$ cat src/rtl/pll_reconfig_pkg.sv
// Shared types and constants for the PLL reconfiguration sequencer.
package pll_reconfig_pkg;

    typedef enum logic [2:0] {
        ST_IDLE,
        ST_PWD,
        ST_RST,
        ST_WAIT_LOCK,
        ST_STABLE,
        ST_LOCKED
    } state_t;

    localparam logic [1:0] ERR_NONE      = 2'b00;
    localparam logic [1:0] ERR_TIMEOUT   = 2'b01;
    localparam logic [1:0] ERR_LOCK_LOST = 2'b10;
    localparam logic [1:0] ERR_BAD_CFG   = 2'b11;

    localparam logic [9:0]  DYN_ODIV_RST  = 10'd100;
    localparam logic [9:0]  DYN_DUTY_RST  = 10'd100;
    localparam logic [12:0] DYN_PHASE_RST = 13'd16;

    // Zero divider, or duty beyond twice the divider, cannot be programmed.
    function automatic logic cfg_is_bad(input logic [9:0] odiv, input logic [9:0] duty);
        return (odiv == '0) || ({1'b0, duty} > {odiv, 1'b0});
    endfunction

endpackage

$ cat src/rtl/sync_2ff.sv
// Width-parameterized two-flop synchronizer with async active-low clear.
module sync_2ff #(
    parameter int unsigned WIDTH = 1
) (
    input  logic             clk,
    input  logic             rst_n,
    input  logic [WIDTH-1:0] i_d,
    output logic [WIDTH-1:0] o_q
);

    logic [WIDTH-1:0] r_meta;
    logic [WIDTH-1:0] r_sync;

    always_ff @(posedge clk or negedge rst_n) begin
        if (!rst_n) begin
            r_meta <= '0;
            r_sync <= '0;
        end else begin
            r_meta <= i_d;
            r_sync <= r_meta;
        end
    end

    assign o_q = r_sync;

endmodule

$ cat src/rtl/pll_reconfig_seq.sv
// PLL bring-up / reconfiguration sequencer: power-down, reset, lock wait,
// lock qualification and lock-loss supervision.
module pll_reconfig_seq
    import pll_reconfig_pkg::*;
#(
    parameter int unsigned PWD_CYCLES   = 10,
    parameter int unsigned RST_CYCLES   = 10,
    parameter int unsigned LOCK_TIMEOUT = 65535,
    parameter int unsigned LOCK_STABLE  = 16
) (
    input  logic        clk_tb,
    input  logic        rst_n,
    input  logic        cfg_valid,
    output logic        cfg_ready,
    input  logic [9:0]  cfg_odiv,
    input  logic [9:0]  cfg_duty,
    input  logic [12:0] cfg_phase,
    input  logic        pll_lock,
    output logic        pll_pwd,
    output logic        pll_rst,
    output logic [9:0]  dyn_odiv0,
    output logic [9:0]  dyn_duty0,
    output logic [12:0] dyn_phase0,
    output logic        busy,
    output logic        done,
    output logic        err,
    output logic [1:0]  err_code,
    output logic [7:0]  lock_loss_cnt
);

    localparam logic [15:0] C_PWD_LAST = 16'(PWD_CYCLES - 1);
    localparam logic [15:0] C_RST_LAST = 16'(RST_CYCLES - 1);
    localparam logic [15:0] C_TO_LAST  = 16'(LOCK_TIMEOUT - 1);
    // The WAIT_LOCK cycle that saw lock already counts as the first stable cycle.
    localparam logic [15:0] C_STB_LAST = 16'((LOCK_STABLE > 1) ? (LOCK_STABLE - 2) : 0);

    state_t      r_state;
    state_t      w_state_nxt;
    logic [15:0] r_cnt;
    logic [15:0] w_cnt_nxt;
    logic        w_lock_s;
    logic        w_xfer;
    logic        w_bad;
    logic        w_load;
    logic        w_done_nxt;
    logic        w_err_nxt;
    logic [1:0]  w_code_nxt;
    logic        w_loss_inc;

    logic        r_pwd, r_rst, r_busy, r_done, r_err;
    logic [1:0]  r_err_code;
    logic [7:0]  r_loss;
    logic [9:0]  r_odiv, r_duty;
    logic [12:0] r_phase;

    sync_2ff #(.WIDTH(1)) u_lock_sync (
        .clk   (clk_tb),
        .rst_n (rst_n),
        .i_d   (pll_lock),
        .o_q   (w_lock_s)
    );

    assign cfg_ready = (r_state == ST_IDLE) || (r_state == ST_LOCKED);
    assign w_xfer    = cfg_valid && cfg_ready;
    assign w_bad     = cfg_is_bad(cfg_odiv, cfg_duty);

    always_comb begin
        w_state_nxt = r_state;
        w_load      = 1'b0;
        w_done_nxt  = 1'b0;
        w_err_nxt   = 1'b0;
        w_code_nxt  = r_err_code;
        w_loss_inc  = 1'b0;
        unique case (r_state)
            ST_IDLE: begin
                if (w_xfer && !w_bad) begin
                    w_load      = 1'b1;
                    w_state_nxt = ST_PWD;
                end else if (w_xfer) begin
                    w_err_nxt  = 1'b1;
                    w_code_nxt = ERR_BAD_CFG;
                end else begin
                    w_state_nxt = ST_RST;
                end
            end
            ST_PWD: begin
                if (r_cnt == C_PWD_LAST) w_state_nxt = ST_RST;
            end
            ST_RST: begin
                if (r_cnt == C_RST_LAST) w_state_nxt = ST_WAIT_LOCK;
            end
            ST_WAIT_LOCK: begin
                if (w_lock_s) begin
                    if (LOCK_STABLE <= 1) begin
                        w_state_nxt = ST_LOCKED;
                        w_done_nxt  = 1'b1;
                    end else begin
                        w_state_nxt = ST_STABLE;
                    end
                end else if (r_cnt == C_TO_LAST) begin
                    w_err_nxt   = 1'b1;
                    w_code_nxt  = ERR_TIMEOUT;
                    w_state_nxt = ST_PWD;
                end
            end
            ST_STABLE: begin
                if (!w_lock_s) begin
                    w_state_nxt = ST_WAIT_LOCK;
                end else if (r_cnt == C_STB_LAST) begin
                    w_state_nxt = ST_LOCKED;
                    w_done_nxt  = 1'b1;
                end
            end
            ST_LOCKED: begin
                // A good transfer outranks a simultaneous lock loss.
                if (w_xfer && !w_bad) begin
                    w_load      = 1'b1;
                    w_state_nxt = ST_PWD;
                end else if (!w_lock_s) begin
                    w_err_nxt   = 1'b1;
                    w_code_nxt  = ERR_LOCK_LOST;
                    w_loss_inc  = 1'b1;
                    w_state_nxt = ST_WAIT_LOCK;
                end else if (w_xfer) begin
                    w_err_nxt  = 1'b1;
                    w_code_nxt = ERR_BAD_CFG;
                end
            end
            default: w_state_nxt = ST_IDLE;
        endcase
        w_cnt_nxt = (w_state_nxt != r_state) ? '0 : r_cnt + 16'd1;
    end

    always_ff @(posedge clk_tb or negedge rst_n) begin
        if (!rst_n) begin
            r_state    <= ST_IDLE;
            r_cnt      <= '0;
            r_pwd      <= 1'b0;
            r_rst      <= 1'b1;
            r_busy     <= 1'b0;
            r_done     <= 1'b0;
            r_err      <= 1'b0;
            r_err_code <= ERR_NONE;
            r_loss     <= '0;
            r_odiv     <= DYN_ODIV_RST;
            r_duty     <= DYN_DUTY_RST;
            r_phase    <= DYN_PHASE_RST;
        end else begin
            r_state    <= w_state_nxt;
            r_cnt      <= w_cnt_nxt;
            r_pwd      <= (w_state_nxt == ST_PWD);
            r_rst      <= (w_state_nxt == ST_RST) || (w_state_nxt == ST_IDLE);
            r_busy     <= (w_state_nxt != ST_IDLE) && (w_state_nxt != ST_LOCKED);
            r_done     <= w_done_nxt;
            r_err      <= w_err_nxt;
            r_err_code <= w_code_nxt;
            if (w_loss_inc && (r_loss != 8'hFF)) r_loss <= r_loss + 8'd1;
            if (w_load) begin
                r_odiv  <= cfg_odiv;
                r_duty  <= cfg_duty;
                r_phase <= cfg_phase;
            end
        end
    end

    assign pll_pwd       = r_pwd;
    assign pll_rst       = r_rst;
    assign busy          = r_busy;
    assign done          = r_done;
    assign err           = r_err;
    assign err_code      = r_err_code;
    assign lock_loss_cnt = r_loss;
    assign dyn_odiv0     = r_odiv;
    assign dyn_duty0     = r_duty;
    assign dyn_phase0    = r_phase;

endmodule

$ cat config.mk
export PLATFORM = sky130hd
export DESIGN_NAME = pll_reconfig_seq
export DESIGN_NICKNAME = d
export VERILOG_FILES = /design/src/rtl/pll_reconfig_pkg.sv /design/src/rtl/sync_2ff.sv /design/src/rtl/pll_reconfig_seq.sv
export SDC_FILE = /design/constraint.sdc
export NUM_CORES = 1
export LEC_CHECK = 0
export BUFFER_PORTS_ARGS = -buffer_cell sky130_fd_sc_hd__buf_2
export CORE_MARGIN = 4
export CORE_UTILIZATION = 30
export DETAILED_ROUTE_END_ITERATION = 10
export PLACE_DENSITY = 0.6
export SETUP_SLACK_MARGIN = 0.1
export SYNTH_ARGS = -nofsm -noshare
export SYNTH_HDL_FRONTEND = slang
export SYNTH_SLANG_ARGS = --single-unit
$ cat constraint.sdc
create_clock -name clk_tb -period 4.16 [get_ports clk_tb]
set_clock_uncertainty 0.15 [all_clocks]
set_input_delay 0.832 -clock clk_tb [delete_from_list [all_inputs] [get_ports clk_tb]]
set_output_delay 0.832 -clock clk_tb [all_outputs]
set_load 0.02 [all_outputs]
==> results.sh <==
export IMPL_n_fill_cell=1123
export IMPL_routed_wl_um=7512
export IMPL_relSlewSlack=0.3907
export IMPL_ys_seq_elements=69
export IMPL_antenna_found_initial=0
export IMPL_fin_cells=536
export IMPL_final_cell_mix="85 x buf_2, 61 x dfrtp_1, 26 x nand2_1"
export IMPL_vias=2529
export IMPL_rrSetupSlack_ps=1600
export IMPL_die_height_um=115.0
export IMPL_status="completed"
export IMPL_setup_worst_path_start="cfg_odiv[7]"
export IMPL_fin_tns_setup_ps=0
export IMPL_hold_ws_ps=202.8
export IMPL_root_buffer="clkbuf_16"
export IMPL_crit_path_start_kind="input pin"
export IMPL_hold_class="reg2reg"
export IMPL_ys_types=50
export IMPL_num_rows=38
export IMPL_ys_seq_area_frac=0.5053
export IMPL_timing_rr_start="r_cnt[11]"
export IMPL_critPathMaxFanout=16
export IMPL_hpwlAfterDp_um=5653
export IMPL_ys_async_sr_fraction=1.000
export IMPL_drc=0
export IMPL_synth_ff_type="dfrtp_1"
export IMPL_finalMaxSlewViolations=0
export IMPL_rsz0062_at_grt="false"
export IMPL_cts_inserted_buffers=9
export IMPL_cts_resized=0
export IMPL_start_util=0.3116
export IMPL_routabilityCongestion=0.8128
export IMPL_yosys_warnings=0
export IMPL_grt_max_degree=49
export IMPL_period_minus_slack_ps=2935
export IMPL_syn_num_nets=355
export IMPL_power_leakage_nw=1.979
export IMPL_min_path_cells=0
export IMPL_drive_gt1_frac=0.3712
export IMPL_die_w_um=115.0
export IMPL_setup_viol=0
export IMPL_worstPathArrival_ps=2950
export IMPL_mostFrequentLayoutCell="buf_2"
export IMPL_via_per_inst=4.718
export IMPL_grt_pass1_wl_um=12330
export IMPL_synth_area_per_cell_sq_um=11.27
export IMPL_ant_nets=0
export IMPL_clock_latency_ps=330
export IMPL_core_sq_um=11030
export IMPL_dpl_cell_count=520
export IMPL_clock_sinks=69
export IMPL_grt_pass1_vias=2541
export IMPL_cp_required_ps=4180
export IMPL_grt_overflow_total=0
export IMPL_max_cap_viol_count=0
export IMPL_cts_max_level=3
export IMPL_syn_area_sq_um=3437
export IMPL_cellPowerDensity_nw_per_um2=710.5
export IMPL_num_io_pins=86
export IMPL_post_cts_buffers=0
export IMPL_clk_pin_slew_ps=50
export IMPL_syn_inst=305
export IMPL_r2r_end="r_cnt[6]"
export IMPL_crit_end="r_cnt[6]"
export IMPL_cts_buffer_depth=2
export IMPL_post_drt_wl_per_cell_um=14.01
export IMPL_rr_worst_depth=7
export IMPL_holdBufCountCts=0
export IMPL_antenna_cells=0
export IMPL_finalCritPeriodShare=0.7055
export IMPL_port_buffers=85
export IMPL_hold_viol_final=0
export IMPL_first_pass_iters=4
export IMPL_dieArea_sq_um=13230
export IMPL_dp_slack_ps=854.2
export IMPL_crit_path_end_kind="flip-flop"
export IMPL_ir_drop_mv=0.4647
export IMPL_path_class="in2reg"
export IMPL_setup_slack_ps=1225
export IMPL_track_usage=0.1180
export IMPL_max_slew_worst_pin_slew_ps=913.8
export IMPL_total_power_mw=3.048
export IMPL_synth_edf_count=0
export IMPL_hold_path_startpoint="u_lock_sync.r_meta"
export IMPL_area_growth_pct=24.83
export IMPL_initialDrtViolationCount=154
export IMPL_cts_tree="built"
export IMPL_nets=441
export IMPL_fmaxAchievable_mhz=340.7
-- worst min path at each step --
stage,endpoint,slack [ps]
2_1_floorplan,u_lock_sync.o_q,180
3_5_place_dp,u_lock_sync.o_q,190
4_1_cts,u_lock_sync.o_q,200
3_3_place_gp,u_lock_sync.o_q,190
6_report,u_lock_sync.o_q,200
5_1_grt,u_lock_sync.o_q,210
-- through the flow --
step	utilization	instance area, sq um
after detailed placement	0.3609	3981
after global routing	0.3890	4290
after global placement	0.3609	3981
final	0.3890	4290
after floorplan	-	3437
after CTS	0.3890	4290
-- state kept, by name, summed over array words and instances, names as in the netlist --
register and cells:
busy 1, done 1, dyn_duty0 10, dyn_odiv0 10, dyn_phase0 13, err 1
err_code 2, lock_loss_cnt 8, pll_pwd 1, pll_rst 1, r_cnt 16, r_state 3
u_lock_sync.o_q 1, u_lock_sync.r_meta 1
-- logic make-up (layout without fill, tap and decap cells) --
logic type,Yosys count,after routing,synth area share
fa+ha+maj,13,13,0.04733
simple gates,110,110,0.1918
compound gates,35,35,0.06772
buf+inv,29,120,0.04113
flops,69,69,0.5053
xor+xnor,23,23,0.05861
mux,26,26,0.08809
-- Yosys cell counts (2+ instances only) --
cell / instances / area, sq um
dfrtp_1: 61 / 1526
nand2_1: 27 / 101.4
mux2_2: 18 / 202.7
inv_1: 17 / 63.81
nor2_1: 14 / 52.55
ha_1: 13 / 162.7
nand3_1: 13 / 65.06
xnor2_1: 13 / 113.9
o21ai_0: 12 / 60.06
nor3_2: 10 / 100.1
xor2_1: 10 / 87.58
nand4_1: 9 / 56.30
nor3_1: 9 / 45.04
a21oi_1: 8 / 40.04
dfstp_2: 8 / 210.2
mux2_1: 6 / 67.56
buf_2: 5 / 25.02
nor4_1: 5 / 31.28
buf_6: 3 / 33.78
clkbuf_1: 3 / 11.26
nand2b_1: 3 / 18.77
nand3b_1: 3 / 22.52
o211ai_1: 3 / 22.52
and3_1: 2 / 12.51
and4_1: 2 / 17.52
nand4b_1: 2 / 17.52
nor2b_1: 2 / 12.51
nor4_4: 2 / 42.54
-- final cells by class --
class,count,area (sq um),share of cell area
inverter,17,63.81,0.01487
sequential,69,1737,0.4048
clock inverter,4,72.57,0.01691
multi-input combinational,207,1565,0.3648
clock buffer,12,236.5,0.05512
timing repair buffer,87,440.4,0.1027
tap,140,175.2,0.04083
-- critical path, stage by stage --
cell     delay (ps)
buf_2            90
inv_1            50
ha_1            300
a21o_1          160
a21oi_1         180
o21ai_0         130
o21ai_2         320
a31oi_4         180
mux2i_4         580
nor3_1          140
-- per-layer routing --
| metal | share of wire | routed length, um | GRT usage |
|---|---|---|---|
| met5 | 0 | 0 | 0 |
| met4 | 0.012 | 87 | 0.03365 |
| met3 | 0.077 | 582 | 0.04842 |
| met2 | 0.47 | 3495 | 0.1871 |
| met1 | 0.45 | 3347 | 0.1487 |
-- where the power goes --
group	internal, mW	switching, mW	total, mW	leakage (nW)
Sequential	0.925	0.163	1.09	0.857
Clock	0.524	0.275	0.799	0.147
Combinational	0.440	0.721	1.16	0.976
Note: power is estimated with default switching activity, not from simulation.
